==> config.mk <==
export PLATFORM = sky130hd
export DESIGN_NAME = mac_operand_sequencer
export DESIGN_NICKNAME = d
export VERILOG_FILES = /design/src/rtl/mac_seq_pkg.sv /design/src/rtl/mac_seq_buf.sv /design/src/rtl/mac_operand_sequencer.sv
export SDC_FILE = /design/constraint.sdc
export NUM_CORES = 1
export LEC_CHECK = 0
export ABC_CLOCK_PERIOD_IN_PS = 4900
export BUFFER_PORTS_ARGS = -buffer_cell sky130_fd_sc_hd__buf_4
export CAP_MARGIN = 25
export CORE_MARGIN = 1.5
export CORE_UTILIZATION = 35
export DETAILED_ROUTE_END_ITERATION = 8
export HOLD_SLACK_MARGIN = 0.02
export MAX_ROUTING_LAYER = met4
export PLACE_DENSITY_LB_ADDON = 0.15
export SLEW_MARGIN = 20
export SYNTH_ARGS = -nofsm -noshare
export SYNTH_HDL_FRONTEND = slang
export SYNTH_SLANG_ARGS = --single-unit
export TNS_END_PERCENT = 10
==> constraint.sdc <==
create_clock -name clk -period 4.9 [get_ports clk]
set_input_delay 0 -clock clk [delete_from_list [all_inputs] [get_ports clk]]
set_output_delay 0 -clock clk [all_outputs]
set_load 0.005 [all_outputs]
==> src/rtl/mac_seq_pkg.sv <==
// Shared types and constants for the MAC operand sequencer.
package mac_seq_pkg;

    typedef enum logic [2:0] {
        S_IDLE   = 3'd0,
        S_CLEAR  = 3'd1,
        S_STREAM = 3'd2,
        S_DRAIN  = 3'd3,
        S_DONE   = 3'd4
    } mac_seq_state_t;

    localparam int OP_W_DFLT  = 4;
    localparam int ACC_W_DFLT = 8;
    localparam int SHADOW_W   = 11;

endpackage

==> src/rtl/mac_seq_buf.sv <==
// Operand-pair register file with write/read pointers and fill count.
module mac_seq_buf #(
    parameter int DEPTH = 8,
    parameter int W     = 8,
    localparam int PTR_W = $clog2(DEPTH),
    localparam int CNT_W = PTR_W + 1
) (
    input  logic             clk,
    input  logic             rst_n,
    input  logic             wr_en,
    input  logic [W-1:0]     wr_data,
    input  logic             rd_en,
    input  logic             clr,
    output logic [W-1:0]     rd_data,
    output logic [CNT_W-1:0] count,
    output logic             full,
    output logic             empty
);

    logic [W-1:0]     mem [DEPTH];
    logic [PTR_W-1:0] wr_ptr;
    logic [PTR_W-1:0] rd_ptr;

    always_ff @(posedge clk) begin
        if (wr_en)
            mem[wr_ptr] <= wr_data;
    end

    // count tracks loaded pairs only; streaming reads do not consume it
    always_ff @(posedge clk or negedge rst_n) begin
        if (!rst_n) begin
            wr_ptr <= '0;
            rd_ptr <= '0;
            count  <= '0;
        end else if (clr) begin
            wr_ptr <= '0;
            rd_ptr <= '0;
            count  <= '0;
        end else begin
            if (wr_en) begin
                wr_ptr <= wr_ptr + 1'b1;
                count  <= count + 1'b1;
            end
            if (rd_en)
                rd_ptr <= rd_ptr + 1'b1;
        end
    end

    assign rd_data = mem[rd_ptr];
    assign full    = (count == CNT_W'(DEPTH));
    assign empty   = (count == '0);

endmodule

==> src/rtl/mac_operand_sequencer.sv <==
// Loads operand pairs, streams them into the MAC on start and presents the sum.
// Optional overflow detection: define MAC_SEQ_OVF_DETECT_EN.
//   state  | meaning
//   IDLE   | accept loads, wait for start
//   CLEAR  | pulse mac_clr
//   STREAM | drive one buffered pair per cycle
//   DRAIN  | MAC holds final sum, capture it
//   DONE   | hold result until result_ready
module mac_operand_sequencer
    import mac_seq_pkg::*;
#(
    parameter int DEPTH = 8,
    parameter int OP_W  = OP_W_DFLT,
    parameter int ACC_W = ACC_W_DFLT
) (
    input  logic              clk,
    input  logic              rst_n,
    input  logic              in_valid,
    output logic              in_ready,
    input  logic [2*OP_W-1:0] in_data,
    input  logic              start,
    output logic [OP_W-1:0]   mac_a,
    output logic [OP_W-1:0]   mac_b,
    output logic              mac_clr,
    input  logic [ACC_W-1:0]  mac_acc,
    output logic [ACC_W-1:0]  result,
    output logic              result_valid,
    input  logic              result_ready,
    output logic              busy,
    output logic              ovf
);

    localparam int CNT_W = $clog2(DEPTH) + 1;

    mac_seq_state_t    state, state_nxt;
    logic [CNT_W-1:0]  count;
    logic [CNT_W-1:0]  rem;
    logic [2*OP_W-1:0] rd_data;
    logic              full, empty;
    logic              wr_en, issue, buf_clr, start_go;

    assign in_ready = (state == S_IDLE) && !full && !start;
    assign wr_en    = in_valid && in_ready;
    assign start_go = (state == S_IDLE) && start;
    assign issue    = (state_nxt == S_STREAM);
    assign buf_clr  = (state == S_DONE) && result_ready;

    mac_seq_buf #(.DEPTH(DEPTH), .W(2*OP_W)) u_buf (
        .clk     (clk),
        .rst_n   (rst_n),
        .wr_en   (wr_en),
        .wr_data (in_data),
        .rd_en   (issue),
        .clr     (buf_clr),
        .rd_data (rd_data),
        .count   (count),
        .full    (full),
        .empty   (empty)
    );

    always_ff @(posedge clk or negedge rst_n) begin
        if (!rst_n) state <= S_IDLE;
        else        state <= state_nxt;
    end

    // rem counts pairs still to be issued; STREAM ends at its terminal count
    always_comb begin
        state_nxt = state;
        case (state)
            S_IDLE:   if (start) state_nxt = empty ? S_DONE : S_CLEAR;
            S_CLEAR:  state_nxt = S_STREAM;
            S_STREAM: if (rem == '0) state_nxt = S_DRAIN;
            S_DRAIN:  state_nxt = S_DONE;
            S_DONE:   if (result_ready) state_nxt = S_IDLE;
            default:  state_nxt = S_IDLE;
        endcase
    end

    // Outputs are registered from the next state so they line up with it
    always_ff @(posedge clk or negedge rst_n) begin
        if (!rst_n) begin
            mac_a        <= '0;
            mac_b        <= '0;
            mac_clr      <= 1'b0;
            busy         <= 1'b0;
            result_valid <= 1'b0;
            result       <= '0;
            rem          <= '0;
        end else begin
            mac_clr      <= (state_nxt == S_CLEAR);
            mac_a        <= issue ? rd_data[OP_W-1:0]      : '0;
            mac_b        <= issue ? rd_data[2*OP_W-1:OP_W] : '0;
            busy         <= (state_nxt != S_IDLE);
            result_valid <= (state_nxt == S_DONE);
            if (start_go)
                rem <= count;
            else if (issue)
                rem <= rem - 1'b1;
            if (start_go && empty)
                result <= '0;
            else if (state == S_DRAIN)
                result <= mac_acc;
        end
    end

`ifdef MAC_SEQ_OVF_DETECT_EN
    localparam logic [SHADOW_W-1:0] ACC_MAX   = SHADOW_W'((1 << ACC_W) - 1);
    localparam logic [SHADOW_W:0]   SHADOW_SAT = {1'b0, {SHADOW_W{1'b1}}};

    logic [SHADOW_W-1:0] shadow;
    logic [SHADOW_W:0]   a_ext, b_ext, shadow_sum;
    logic                ovf_q;

    assign a_ext      = (SHADOW_W+1)'(mac_a);
    assign b_ext      = (SHADOW_W+1)'(mac_b);
    assign shadow_sum = {1'b0, shadow} + a_ext * b_ext;

    // Saturate so deep buffers of large operands still read as overflow
    always_ff @(posedge clk or negedge rst_n) begin
        if (!rst_n) begin
            shadow <= '0;
            ovf_q  <= 1'b0;
        end else begin
            if (state_nxt == S_CLEAR)
                shadow <= '0;
            else if (state == S_STREAM)
                shadow <= shadow_sum[SHADOW_W] ? SHADOW_SAT[SHADOW_W-1:0]
                                               : shadow_sum[SHADOW_W-1:0];
            if (start_go && empty)
                ovf_q <= 1'b0;
            else if (state == S_DRAIN)
                ovf_q <= (shadow > ACC_MAX);
        end
    end

    assign ovf = ovf_q;
`else
    assign ovf = 1'b0;
`endif

endmodule
Yosys cells after proc, flatten, opt, wreduce, memory -nomap -nowiden
Memory sizes are Yosys's and may differ from the RTL's.
Cells that the tools add are included.
{ "op_classes": {"reduce_logical": 16, "n_mux": 19, "addsub": 4, "n_eq_ne": 8} }
{ "ops": {"columns": ["op", "n"], "rows": [
  ["3-bit 2-to-1 mux", 8],
  ["4-bit 2-to-1 mux", 6],
  ["8-bit 2-to-1 mux", 2],
  ["3-bit case mux with 5 select lines", 1],
  ["3-bit by 2-bit == test with 1-bit output, second input constant", 3],
  ["4-bit zero test", 2],
  ["2-bit nonzero test", 4],
  ["3-bit by 1-bit adder with 3-bit output, second input constant", 2],
  ["3-bit by 1-bit == test with 1-bit output, second input constant", 2],
  ["3-bit == test, second input constant", 2],
  ["1-bit logical AND", 6],
  ["4-bit by 1-bit adder with 4-bit output, second input constant", 1],
  ["4-bit == test, second input constant", 1],
  ["4-bit by 1-bit subtractor with 4-bit output, second input constant", 1],
  ["3-bit zero test", 1],
  ["3-bit nonzero test", 1],
  ["1-bit zero test", 2],
  ["1-bit 2-to-1 mux", 2]
]} }
{ "totals": {"memories": 1, "input_bits": 21, "out_inout_bits": 21, "ramBits": 64, "wordCells": 59, "ff_bits": 36} }
{ "memory_table": {"columns": ["memory", "depth", "width", "read_ports", "rd_clocked_by_memory_dff", "write_ports", "line_no", "source"], "rows": [
  ["u_buf.mem", 8, 8, 1, 0, 1, "mac_seq_buf.sv:20", "logic [W-1:0] mem [DEPTH];"]
]} }

Logic depth before layout (Yosys ltp)
{ "logic_depth": {"ltp_word": 7, "mapped_depth": 8, "depth_no_buf": 6} }

Cells and area by module
A second synthesis with hierarchy kept.
{ "hier_totals": {"cells_unflattened": 250, "area_unflattened_um2": 4192.8} }
{ "by_module_without_submodules": {"columns": ["mod", "n_inst", "area_each_um2", "cells_per_inst", "seq_area_each_um2"], "rows": [
  ["mac_seq_buf", 1, 3012.9, 150, 2172.1],
  ["mac_operand_sequencer", 1, 1179.9, 100, 650.6]
]} }

Worst setup path after synthesis
No wires, ideal clock.
{ "synth_path": {"path_type": "register to register", "startpoint": "register state[1]", "endpoint": "memory u_buf.mem[0][0], enable pin", "setup_ps": 395, "slack_ps": 2478, "synth_period_minus_slack_ps": 2422, "path_buffers": 1, "path_stages_with_launch": 5, "arrival_ps": 2027, "required_ps": 4505, "cell_sequence": "dfrtp_1 -> buf_6 -> nor4_4 -> nand3_1 -> nor4_1"} }
{ "synth_via": {"elab_chain_len": 6} }
{ "synth_rtl": {"columns": ["item", "line_no", "source"], "rows": [
  ["start, declared", "mac_operand_sequencer.sv:35", "mac_seq_state_t state, state_nxt;"],
  ["start signal, assigned", "mac_operand_sequencer.sv:63", "else state <= state_nxt;"],
  ["3-bit zero test", "mac_operand_sequencer.sv:42", "assign in_ready = (state == S_IDLE) && !full && !start;"],
  ["1-bit logical AND (2 in a row)", "mac_operand_sequencer.sv:42", null],
  ["1-bit logical AND", "mac_operand_sequencer.sv:43", "assign wr_en = in_valid && in_ready;"],
  ["1-bit 2-to-1 mux", "mac_seq_buf.sv:25", "if (wr_en)"],
  ["1-bit 2-to-1 mux (implied by the code)", "mac_seq_buf.sv:26", "mem[wr_ptr] <= wr_data;"],
  ["end, declared", "mac_seq_buf.sv:20", null]
]} }
No other way between the ends.

Worst setup path in the final report
{ "layout_path": {"startpoint": "register state[2]", "endpoint": "memory u_buf.mem[1][5], enable pin"} }
The elaborated chain is that of the path after synthesis.

==> run metrics <==
status=completed; I/O Pins=42; total power=2.654 mW; most common cell in the netlist=edfxtp_1; Final Hold Fails=0; Post-CTS Setup Inserts=0; Synth Net Count=293; DP Cell Count=438; Port Buf Inserts=40; clock net sink count=100; WP data arrival=2650 ps; clock period minus worst slack=2592 ps; RSZ-0062 raised after global routing=no; Clock Path Buffers=2; vias=2289; Worst Max-Slew Pin Slew=873.6 ps; DRC violations left=0; Levels on crit path=5; post-route core utilization=0.4401; Core Footprint=0.01142 mm^2; total CTS buffers=9; CTS tree=done; Final Cell Area=0.005025 mm^2; hpwl dp=5.158 mm; Crit path required time=4950 ps; path category of the worst min-delay check=in2reg; top layer in use=met4; sequential standard cell area=0.002823 mm^2; routed wl met2=3.626 mm; Total GRT Usage=0.1403; clk_lat worst skew=340 ps; part of the power in registers=0.450; worst rel slew slack=0.4176; Layout Skew=7.131 ps; Post-synth top cells=edfxtp_1 (64), dfrtp_1 (36), nor2_1 (25); syn_area_per_cell=15.39 um^2; Post-synth EDFFs=64; Seq cells post-synth=100; Crit Path Category=reg2reg; Worst Path Buf+Inv=1; setup_tns=0 ps; total wire length=7.810 mm; Layout area overhead=22.25%; met3 WL=377 um; maximum vdd drop=0.0001769 V; Syn Inst Count=267; iteration-0 DRC count of the detailed router=145; clock power share=0.254; Worst path max stage delay=600 ps; sequential share of the synthesized area=0.6868; Worst Setup Start Kind=register; wl on met1=3.722 mm; post-synth top area share=0.4676; Reg2Reg Depth=5; max frequency=385.7 MHz; placed cell areas=0.004528 mm^2; Hold Path Cell Cnt=4; Switching Fraction=0.3202; largest cells by area after synthesis=edfxtp_1 (47%), dfrtp_1 (22%), mux4_2 (8.8%); cells along the critical path=nor4_4, and2_1, nand3_1, nor3_1, buf_2; Root Buffer=clkbuf_16; multi-input logic area=0.001185 mm^2; Nets=353; synthesized area=0.004110 mm^2; GPL Wtd Cong=0.7892; Fillers=1049; # rows=39; CP delay by family, top=simple AND/OR/NAND/NOR gates; Die H=111.4 um; Slowest cell on crit path=nor3_1; clock-pin transition on the worst setup and hold timing paths=70 ps; internal cell power=1.804 mW; CP endpoint kind=register; Synth area leader=edfxtp_1; # diodes=0; Max Cap Viol=0; Pre-Repair DR Iteration Count=4; Final Setup Violations=0; Psw=0.8498 mW; H-Tree Depth=3; DR vias/cell=4.819; fraction of layout cells with a size suffix above 1=0.2560; Leak Pwr=1.945 nW; YS warnings=0; initial core utilization=0.3600; Overflow after GRT=0; die area=0.01240 mm^2; Final Cycle Share=0.5291; non-filler instance count after layout=475; worst-path fanout max=14; first-pass GRT wire length=12.70 mm; largest net degree at the start of global routing=37; Synth Flop Type=edfxtp_1; die extent in x=111.4 um; Post-synth ARST share=0.3600; Final ANT Viol Nets=0; Combinational Power Share=0.296; Power per Cell Area=528.1 mW/mm^2; initial antenna violation count=0; PostCTS Resize Cnt=0; number of global-route vias before repair=2356; Max Slew Vio Count=0; WL per Instance=16.44 um; Cell variety after synth=43
[routing by layer]
layer / up-vias / global-route usage
li1: 1102 / -
met4: 0 / 0.04388
met3: 7 / 0.03756
met1: 1127 / 0.1847
met5: - / -
met2: 53 / 0.2139
[tightest hold or removal path: cells and delay by family]
family | cells | cell delay, ps
simple gates | 2 | 180
buf+inv | 1 | 130
xor+xnor | 1 | 60
[flip-flops by register name, summed over array words and instances (netlist names), 4 cells and up]
name         flops
rem              4
u_buf.mem       64
result           8
mac_a            4
mac_b            4
u_buf.count      4
[timing repair]
item / in CTS / in global routing
setup endpoints to repair: 0 / 0
hold buffers: 20 / 0
endpoints found under the hold margin: 111 / 0
[layout by cell type, fill, tap and decap left out, drive strengths merged]
| master | n |
|---|---|
| dlygate4sd3 | 20 |
| nand2 | 21 |
| a211o | 1 |
| nor3 | 5 |
| clkbuf | 9 |
| or3 | 5 |
| a21oi | 11 |
| mux2i | 13 |
| or4b | 1 |
| xnor2 | 3 |
| nand4 | 3 |
| and2 | 3 |
| or2b | 1 |
| o22ai | 1 |
| nor3b | 2 |
| or3b | 1 |
| nand3 | 3 |
| nor2b | 1 |
| xor2 | 5 |
| and4bb | 1 |
| ha | 5 |
| mux4 | 16 |
| clkinv | 4 |
| a31oi | 3 |
| buf | 44 |
| edfxtp | 64 |
| conb | 1 |
| nand3b | 1 |
| dfrtp | 36 |
| o31ai | 1 |
| o21ai | 2 |
| nand2b | 3 |
| nor2 | 26 |
| inv | 10 |
| o211ai | 1 |
| and3 | 1 |
| nor4 | 3 |
| a22oi | 1 |
[area by class of cell]
class,count,share of cell area
clock buffer,9,0.04482
inverter,7,0.005229
multi-input combinational,145,0.2358
tap,143,0.03561
clock inverter,7,0.01170
timing repair buffer,64,0.1051
sequential,100,0.5618
[cells by family (layout without fill, tap and decap cells)]
| logic type | count (synthesis) | count (layout) | synth area share |
|---|---|---|---|
| flip-flops | 100 | 100 | 0.6868 |
| adder cells (fa/ha/maj) | 5 | 5 | 0.01522 |
| AND/OR/NAND/NOR | 81 | 81 | 0.1023 |
| multiplexers | 29 | 29 | 0.1193 |
| buffers and inverters | 22 | 87 | 0.02892 |
| XOR/XNOR | 8 | 8 | 0.01705 |
| other | 1 | 1 | 0.0009124 |
| AO/OA/AOI/OAI | 21 | 21 | 0.02953 |
[power groups by stage]
stage / clock [mW] / combinational (mW) / sequential (mW)
after floorplan: 0 / 0.636 / 1.13
after global placement: 0 / 0.785 / 1.21
after detailed placement: 0 / 0.779 / 1.21
after CTS: 0.698 / 0.801 / 1.19
after global routing: 0.733 / 0.889 / 1.22
final: 0.675 / 0.785 / 1.19
[metrics by stage]
step | worst slack [ps] | hold WS, ps
finish | 2308 | 67.12
global route | 2094 | 96.41
CTS | 1975 | 62.40
detailed placement | 1998 | 0.7205
global placement | 2002 | 0.6197
floorplan | 2478 | -295.6
[path summary, 6_finish.rpt]
| path | from | to | slack, ps |
|---|---|---|---|
| max | state[2] | u_buf.mem[1][5] | 2310 |
| min | in_valid | u_buf.count[2] | 70 |
| max reg2reg | state[2] | u_buf.mem[1][5] | 2310 |
| min reg2reg | result[4] | result[4] | 520 |
| max in group asynchronous | rst_n | mac_a[3] | 4410 |
| min in group asynchronous | rst_n | busy | 160 |
(Power assumes the default switching activity.)
